$ cat config.mk
export PLATFORM = sky130hd
export DESIGN_NAME = writeback_arbiter_flat
export DESIGN_NICKNAME = d
export VERILOG_FILES = /design/src/rtl/writeback_arbiter_if.sv /design/src/rtl/writeback_arbiter.sv /design/src/flat_wrapper.sv
export SDC_FILE = /design/constraint.sdc
export NUM_CORES = 1
export LEC_CHECK = 0
export CAP_MARGIN = 0
export CORE_ASPECT_RATIO = 0.75
export CORE_UTILIZATION = 35
export CTS_CLUSTER_DIAMETER = 120
export DETAILED_ROUTE_END_ITERATION = 8
export GPL_ROUTABILITY_DRIVEN = 0
export PLACE_DENSITY = 0.63
export SYNTH_ARGS = -nofsm -noshare
export SYNTH_HDL_FRONTEND = slang
export SYNTH_SLANG_ARGS = --single-unit
$ cat constraint.sdc
create_clock -name clk -period 8.4 [get_ports clk]
set_input_delay 1.68 -clock clk [delete_from_list [all_inputs] [get_ports clk]]
set_output_delay 1.68 -clock clk [all_outputs]
set_load 0.005 [all_outputs]
$ cat src/rtl/writeback_arbiter_if.sv
// Execute-stage to register-file writeback bus: ALU results, MDU handshake,
// issue-time hazard query and the registered register-file write port.
interface writeback_arbiter_if;
    logic        alu_valid;
    logic [4:0]  alu_rd;
    logic [31:0] alu_data;

    logic        mdu_valid;
    logic        mdu_ready;
    logic [4:0]  mdu_rd;
    logic [31:0] mdu_data;

    logic        issue_valid;
    logic [4:0]  issue_rs1;
    logic [4:0]  issue_rs2;
    logic [4:0]  issue_rd;
    logic        issue_long;
    logic        stall;

    logic        rf_we;
    logic [4:0]  rf_rdi;
    logic [31:0] rf_rd;

    modport master (
        output alu_valid, alu_rd, alu_data,
        output mdu_valid, mdu_rd, mdu_data,
        output issue_valid, issue_rs1, issue_rs2, issue_rd, issue_long,
        input  mdu_ready, stall, rf_we, rf_rdi, rf_rd
    );

    modport slave (
        input  alu_valid, alu_rd, alu_data,
        input  mdu_valid, mdu_rd, mdu_data,
        input  issue_valid, issue_rs1, issue_rs2, issue_rd, issue_long,
        output mdu_ready, stall, rf_we, rf_rdi, rf_rd
    );
endinterface

$ cat src/rtl/writeback_arbiter.sv
// Merges ALU and buffered MDU results onto the single register-file write port
// and stalls issue on hazards against registers awaiting long-latency results.
module writeback_arbiter #(
    parameter int unsigned FIFO_DEPTH      = 2,
    parameter int unsigned MAX_OUTSTANDING = 4
) (
    input logic                 clk,
    input logic                 rst,
    writeback_arbiter_if.slave  bus
);
    localparam int unsigned PTR_W = (FIFO_DEPTH > 1) ? $clog2(FIFO_DEPTH) : 1;
    localparam int unsigned CNT_W = PTR_W + 1;

    typedef struct packed {
        logic [4:0]  rd;
        logic [31:0] data;
    } wb_entry_t;

    wb_entry_t        fifo_q [FIFO_DEPTH];
    logic [PTR_W-1:0] rd_ptr_q, rd_ptr_d;
    logic [PTR_W-1:0] wr_ptr_q, wr_ptr_d;
    logic [CNT_W-1:0] count_q, count_d;
    logic [31:0]      pending_q, pending_d;
    logic [3:0]       outst_q, outst_d;
    logic             rf_we_q, rf_we_d;
    logic [4:0]       rf_rdi_q, rf_rdi_d;
    logic [31:0]      rf_rd_q, rf_rd_d;

    logic      full, empty, push, pop, long_acc;
    wb_entry_t sel;

    assign full  = (count_q == CNT_W'(FIFO_DEPTH));
    assign empty = (count_q == '0);
    assign push  = bus.mdu_valid && bus.mdu_ready;
    // Pop decision uses the registered count, so a push never bypasses to the port.
    assign pop   = !bus.alu_valid && !empty;

    assign bus.mdu_ready = !full && !rst;
    assign bus.stall     = rst || (bus.issue_valid && (
                               pending_q[bus.issue_rs1] ||
                               pending_q[bus.issue_rs2] ||
                               ((bus.issue_rd != '0) && pending_q[bus.issue_rd]) ||
                               (bus.issue_long && (outst_q == 4'(MAX_OUTSTANDING)))));
    assign long_acc      = bus.issue_valid && !bus.stall && bus.issue_long;

    assign bus.rf_we  = rf_we_q;
    assign bus.rf_rdi = rf_rdi_q;
    assign bus.rf_rd  = rf_rd_q;

    always_comb begin
        sel = bus.alu_valid ? wb_entry_t'{rd: bus.alu_rd, data: bus.alu_data}
                            : fifo_q[rd_ptr_q];
        // A slot aimed at x0 is consumed but never reaches the register file.
        rf_we_d  = (bus.alu_valid || pop) && (sel.rd != '0);
        rf_rdi_d = rf_we_d ? sel.rd : '0;
        rf_rd_d  = rf_we_d ? sel.data : '0;

        rd_ptr_d = pop  ? rd_ptr_q + PTR_W'(1) : rd_ptr_q;
        wr_ptr_d = push ? wr_ptr_q + PTR_W'(1) : wr_ptr_q;
        count_d  = count_q + CNT_W'(push) - CNT_W'(pop);

        // Clear on the write edge first so a same-index set takes priority.
        pending_d = pending_q;
        if (rf_we_q) begin
            pending_d[rf_rdi_q] = 1'b0;
        end
        if (long_acc && (bus.issue_rd != '0)) begin
            pending_d[bus.issue_rd] = 1'b1;
        end
        pending_d[0] = 1'b0;

        outst_d = outst_q;
        if (long_acc && !pop) begin
            outst_d = outst_q + 4'd1;
        end else if (!long_acc && pop) begin
            outst_d = outst_q - 4'd1;
        end
    end

    always_ff @(posedge clk) begin
        if (rst) begin
            rd_ptr_q  <= '0;
            wr_ptr_q  <= '0;
            count_q   <= '0;
            pending_q <= '0;
            outst_q   <= '0;
            rf_we_q   <= 1'b0;
            rf_rdi_q  <= '0;
            rf_rd_q   <= '0;
        end else begin
            rd_ptr_q  <= rd_ptr_d;
            wr_ptr_q  <= wr_ptr_d;
            count_q   <= count_d;
            pending_q <= pending_d;
            outst_q   <= outst_d;
            rf_we_q   <= rf_we_d;
            rf_rdi_q  <= rf_rdi_d;
            rf_rd_q   <= rf_rd_d;
        end
    end

    always_ff @(posedge clk) begin
        if (push) begin
            fifo_q[wr_ptr_q] <= wb_entry_t'{rd: bus.mdu_rd, data: bus.mdu_data};
        end
    end
endmodule

$ cat src/flat_wrapper.sv
// flat-port wrapper written by rule: the top's interface ports become plain ports
module writeback_arbiter_flat 
#(
    parameter int unsigned FIFO_DEPTH      = 2,
    parameter int unsigned MAX_OUTSTANDING = 4
)
  (clk, rst, bus_alu_valid, bus_alu_rd, bus_alu_data, bus_mdu_valid, bus_mdu_rd, bus_mdu_data, bus_issue_valid, bus_issue_rs1, bus_issue_rs2, bus_issue_rd, bus_issue_long, bus_mdu_ready, bus_stall, bus_rf_we, bus_rf_rdi, bus_rf_rd);
  writeback_arbiter_if bus_i ();
  input logic clk;
  input logic rst;
  input wire logic [$bits(bus_i.alu_valid)-1:0] bus_alu_valid;
  input wire logic [$bits(bus_i.alu_rd)-1:0] bus_alu_rd;
  input wire logic [$bits(bus_i.alu_data)-1:0] bus_alu_data;
  input wire logic [$bits(bus_i.mdu_valid)-1:0] bus_mdu_valid;
  input wire logic [$bits(bus_i.mdu_rd)-1:0] bus_mdu_rd;
  input wire logic [$bits(bus_i.mdu_data)-1:0] bus_mdu_data;
  input wire logic [$bits(bus_i.issue_valid)-1:0] bus_issue_valid;
  input wire logic [$bits(bus_i.issue_rs1)-1:0] bus_issue_rs1;
  input wire logic [$bits(bus_i.issue_rs2)-1:0] bus_issue_rs2;
  input wire logic [$bits(bus_i.issue_rd)-1:0] bus_issue_rd;
  input wire logic [$bits(bus_i.issue_long)-1:0] bus_issue_long;
  output wire logic [$bits(bus_i.mdu_ready)-1:0] bus_mdu_ready;
  output wire logic [$bits(bus_i.stall)-1:0] bus_stall;
  output wire logic [$bits(bus_i.rf_we)-1:0] bus_rf_we;
  output wire logic [$bits(bus_i.rf_rdi)-1:0] bus_rf_rdi;
  output wire logic [$bits(bus_i.rf_rd)-1:0] bus_rf_rd;
  assign bus_i.alu_valid = bus_alu_valid;
  assign bus_i.alu_rd = bus_alu_rd;
  assign bus_i.alu_data = bus_alu_data;
  assign bus_i.mdu_valid = bus_mdu_valid;
  assign bus_i.mdu_rd = bus_mdu_rd;
  assign bus_i.mdu_data = bus_mdu_data;
  assign bus_i.issue_valid = bus_issue_valid;
  assign bus_i.issue_rs1 = bus_issue_rs1;
  assign bus_i.issue_rs2 = bus_issue_rs2;
  assign bus_i.issue_rd = bus_issue_rd;
  assign bus_i.issue_long = bus_issue_long;
  assign bus_mdu_ready = bus_i.mdu_ready;
  assign bus_stall = bus_i.stall;
  assign bus_rf_we = bus_i.rf_we;
  assign bus_rf_rdi = bus_i.rf_rdi;
  assign bus_rf_rd = bus_i.rf_rd;
  writeback_arbiter #(.FIFO_DEPTH(FIFO_DEPTH), .MAX_OUTSTANDING(MAX_OUTSTANDING)) u_core (.clk(clk), .rst(rst), .bus(bus_i));
endmodule
==> flow_metrics.env <==
export IMPL_cap_violations=0
export IMPL_synth_top_family_by_area="simple AND/OR/NAND/NOR gates"
export IMPL_cts_tree="done"
export IMPL_cp_required_ns=6.72
export IMPL_postCtsResizedCells=0
export IMPL_synthMuxAreaShare=0.138
export IMPL_rsz0062_at_grt="false"
export IMPL_layout_cells_non_filler=974
export IMPL_clk_latency_ns=0.42
export IMPL_syn_inst=592
export IMPL_fin_skew_ns=0.0105
export IMPL_coreArea_um2=18700
export IMPL_fin_util=0.474
export IMPL_worst_pin_slew_ns=1.13
export IMPL_ys_types=47
export IMPL_avgViaCountPerCell=5.17
export IMPL_hold_class="register to register"
export IMPL_die_w_um=162
export IMPL_root_buffer="clkbuf_16"
export IMPL_synth_fa_ha_area_frac=0.0122
export IMPL_finalSetupTns_ns=0
export IMPL_synthArstFlopShare=0
export IMPL_insertedDiodeCount=0
export IMPL_r2r_start="u_core.pending_q[23]"
export IMPL_critPathTopFamily="buffers and inverters"
export IMPL_ys_warnings_count=0
export IMPL_ys_ff_latch=152
export IMPL_path_buf_inv=2
export IMPL_fin_crit_ns=6.63
export IMPL_min_path_cells=2
export IMPL_numCtsBuffers=17
export IMPL_io_pins=135
export IMPL_drt_wl_total_um=17600
export IMPL_synth_flop_cell="dfxtp_1"
export IMPL_drv_slew=0
export IMPL_most_common_layout_cells="clkdlybuf4s50_1, nor2_1, dfxtp_1"
export IMPL_vias=5038
export IMPL_hold_start="u_core.outst_q[3]"
export IMPL_drtIter0Drc=455
export IMPL_h_tree_depth=4
export IMPL_syn_num_nets=693
export IMPL_slew_headroom=0.247
export IMPL_cts_setup_buffers=0
export IMPL_place_detailed_hpwl_um=12600
export IMPL_finalWorstSetupSlack_ns=1.77
export IMPL_critPathLaunchType="input pin"
export IMPL_finalInstanceArea_um2=8880
export IMPL_synth_largest_area_cell="edfxtp_1"
export IMPL_worstPathMaxFanout=33
export IMPL_antenna_found_initial=0
export IMPL_grt_pass1_wl_um=27500
export IMPL_wl_per_cell_um=18.1
export IMPL_rows=43
export IMPL_grt_ovfl_total=0
export IMPL_path_cells="clkdlybuf4s50_1 > mux4_2 > nor2_1 > nor4b_1 > a211oi_1 > nand4_4 > a21o_1 > clkdlybuf4s50_1"
export IMPL_hold_end="u_core.outst_q[3]"
export IMPL_endpoint_kind="output pin"
export IMPL_final_nets=815
export IMPL_synthSimpleGateAreaFrac=0.157
export IMPL_synth_top_area_frac=0.329
export IMPL_ant_nets=0
export IMPL_drc=0
export IMPL_fmax_mhz=151
export IMPL_crit_arrival_ns=4.95
export IMPL_setup_viol=0
export IMPL_rr_worst_depth=14
export IMPL_synth_edff_count=74
export IMPL_layout_commonest_cell="clkdlybuf4s50_1"
export IMPL_layout_drive_gt1_share=0.0922
export IMPL_worst_path_stages=8
export IMPL_path_class="input pin to output pin"
export IMPL_synthXorXnorAreaFrac=0.00907
export IMPL_ys_seq_area_frac=0.560
export IMPL_outcome="finished clean"
export IMPL_initial_core_util=0.361
export IMPL_dpl_worst_slack_ns=1.76
export IMPL_syn_mean_instance_area_um2=11.4
export IMPL_placed_cells=942
export IMPL_peakVddDrop_v=0.000135
export IMPL_postCtsHoldBufs=0
export IMPL_grt_pass1_vias=5092
export IMPL_slowest_delay_ns=0.91
export IMPL_finalCritPeriodShare=0.789
export IMPL_rr_endpoint="u_core.outst_q[3]"
export IMPL_die_h_um=122
export IMPL_crit_top_cell="clkdlybuf4s50_1"
export IMPL_cts_sinks=152
export IMPL_power_density_nw_per_um2=232
export IMPL_power_leakage_nw=3.07
export IMPL_area_growth_pct=31.3
export IMPL_grt_start_max_net_pins=77
export IMPL_netlist_area_um2=6760
export IMPL_cts_buffer_depth=2
export IMPL_cp_slowest_cell="clkdlybuf4s50_1"
export IMPL_drtPass1Iterations=5
export IMPL_finalHoldViolations=0
export IMPL_clk_pin_slew_ns=0.06
export IMPL_r2r_slack_ns=4.53
export IMPL_dieArea_um2=19900
export IMPL_synth_area_leaders="edfxtp_1, dfxtp_1, mux2i_1, mux4_2, nor2_1"
export IMPL_portBuffers=134
export IMPL_grt_use_total=0.183
export IMPL_placed_area_um2=8280
export IMPL_synth_compound_area_frac=0.0936
## cell type report
class,count,area [µm²]
Timing Repair Buffer,138,1370
Clock buffer,17,425
Tap cell,247,309
Multi-Input combinational cell,397,2790
Sequential cell,152,3780
Inverter,8,30.0
Clock inverter,15,176
Fill cell,1698,9840
## worst max path at each step
stage                    start   endpoint  slack, ns
6_report       bus_issue_rd[1]  bus_stall       1.77
5_1_grt        bus_issue_rd[1]  bus_stall       1.48
4_1_cts        bus_issue_rd[1]  bus_stall       1.77
3_5_place_dp   bus_issue_rd[1]  bus_stall       1.76
3_3_place_gp   bus_issue_rd[1]  bus_stall       1.82
2_1_floorplan  bus_issue_rd[1]  bus_stall       3.34
## synth_stat cells, types with 2 or more instances
cell type and instances:
or2_2 3, mux2_1 9, dfxtp_1 78, o31ai_1 27, buf_1 2, nand3_1 6
nor2b_1 23, edfxtp_1 74, nand3b_1 19, and3_1 4, nor2_1 94, buf_2 4
o21ai_0 19, o21ai_1 4, a21o_1 2, nor3_1 4, xor2_1 3, inv_1 8
clkbuf_1 24, buf_6 5, mux2i_1 45, nor4b_1 4, nor3b_1 7, nand2b_1 4
nand2_1 30, a21oi_1 42, mux4_2 17, nand4_1 2, o22ai_1 4, ha_1 5
xnor2_1 4
## stage by stage
stage	hold WS, ns	power, mW
2_1_floorplan	0.458	1.13
3_3_place_gp	0.467	1.28
3_5_place_dp	0.488	1.30
4_1_cts	0.497	2.08
5_1_grt	0.524	2.15
6_report	0.496	2.06
## registers in the layout, summed over array words and instances (netlist names), named ones only
| name | count |
|---|---|
| u_core.fifo_q | 74 |
| u_core.outst_q | 4 |
| u_core.pending_q | 31 |
| u_core.rd_ptr_q | 1 |
| u_core.count_q | 2 |
| u_core.bus.rf_rd | 32 |
| u_core.bus.rf_we | 1 |
| u_core.wr_ptr_q | 1 |
| u_core.bus.rf_rdi | 5 |
## worst reg2reg max path, delay by kind of cell, from the launching register on
family / cells / cell delay (ns)
and+or+nand+nor: 5 / 1.61
muxes: 2 / 0.64
adders and majority gates: 2 / 0.50
AOI/OAI and AO/OA: 3 / 0.49
DFF: 1 / 0.38
buffers and inverters: 1 / 0.10
xor gates and xnor gates: 1 / 0.10
## per-layer routing
layer	track usage	vias up	routed length [µm]
met5	0	-	0
met4	0.0625	0	261
met3	0.0652	24	1600
met2	0.279	219	7950
met1	0.241	2385	7790
li1	-	2410	-
## logic make-up after synthesis
group	after synthesis
compound gates	105
simple gates	208
buf+inv	43
mux	71
flops	152
xor+xnor	7
fa+ha+maj	6
## where the power goes
part	internal [mW]	switching (mW)	leakage, nW
logic	0.196	0.197	1.46
clock network	0.451	0.330	0.296
registers	0.846	0.0368	1.31
total	1.49	0.563	3.07
Power figures use the tool's default switching activity.
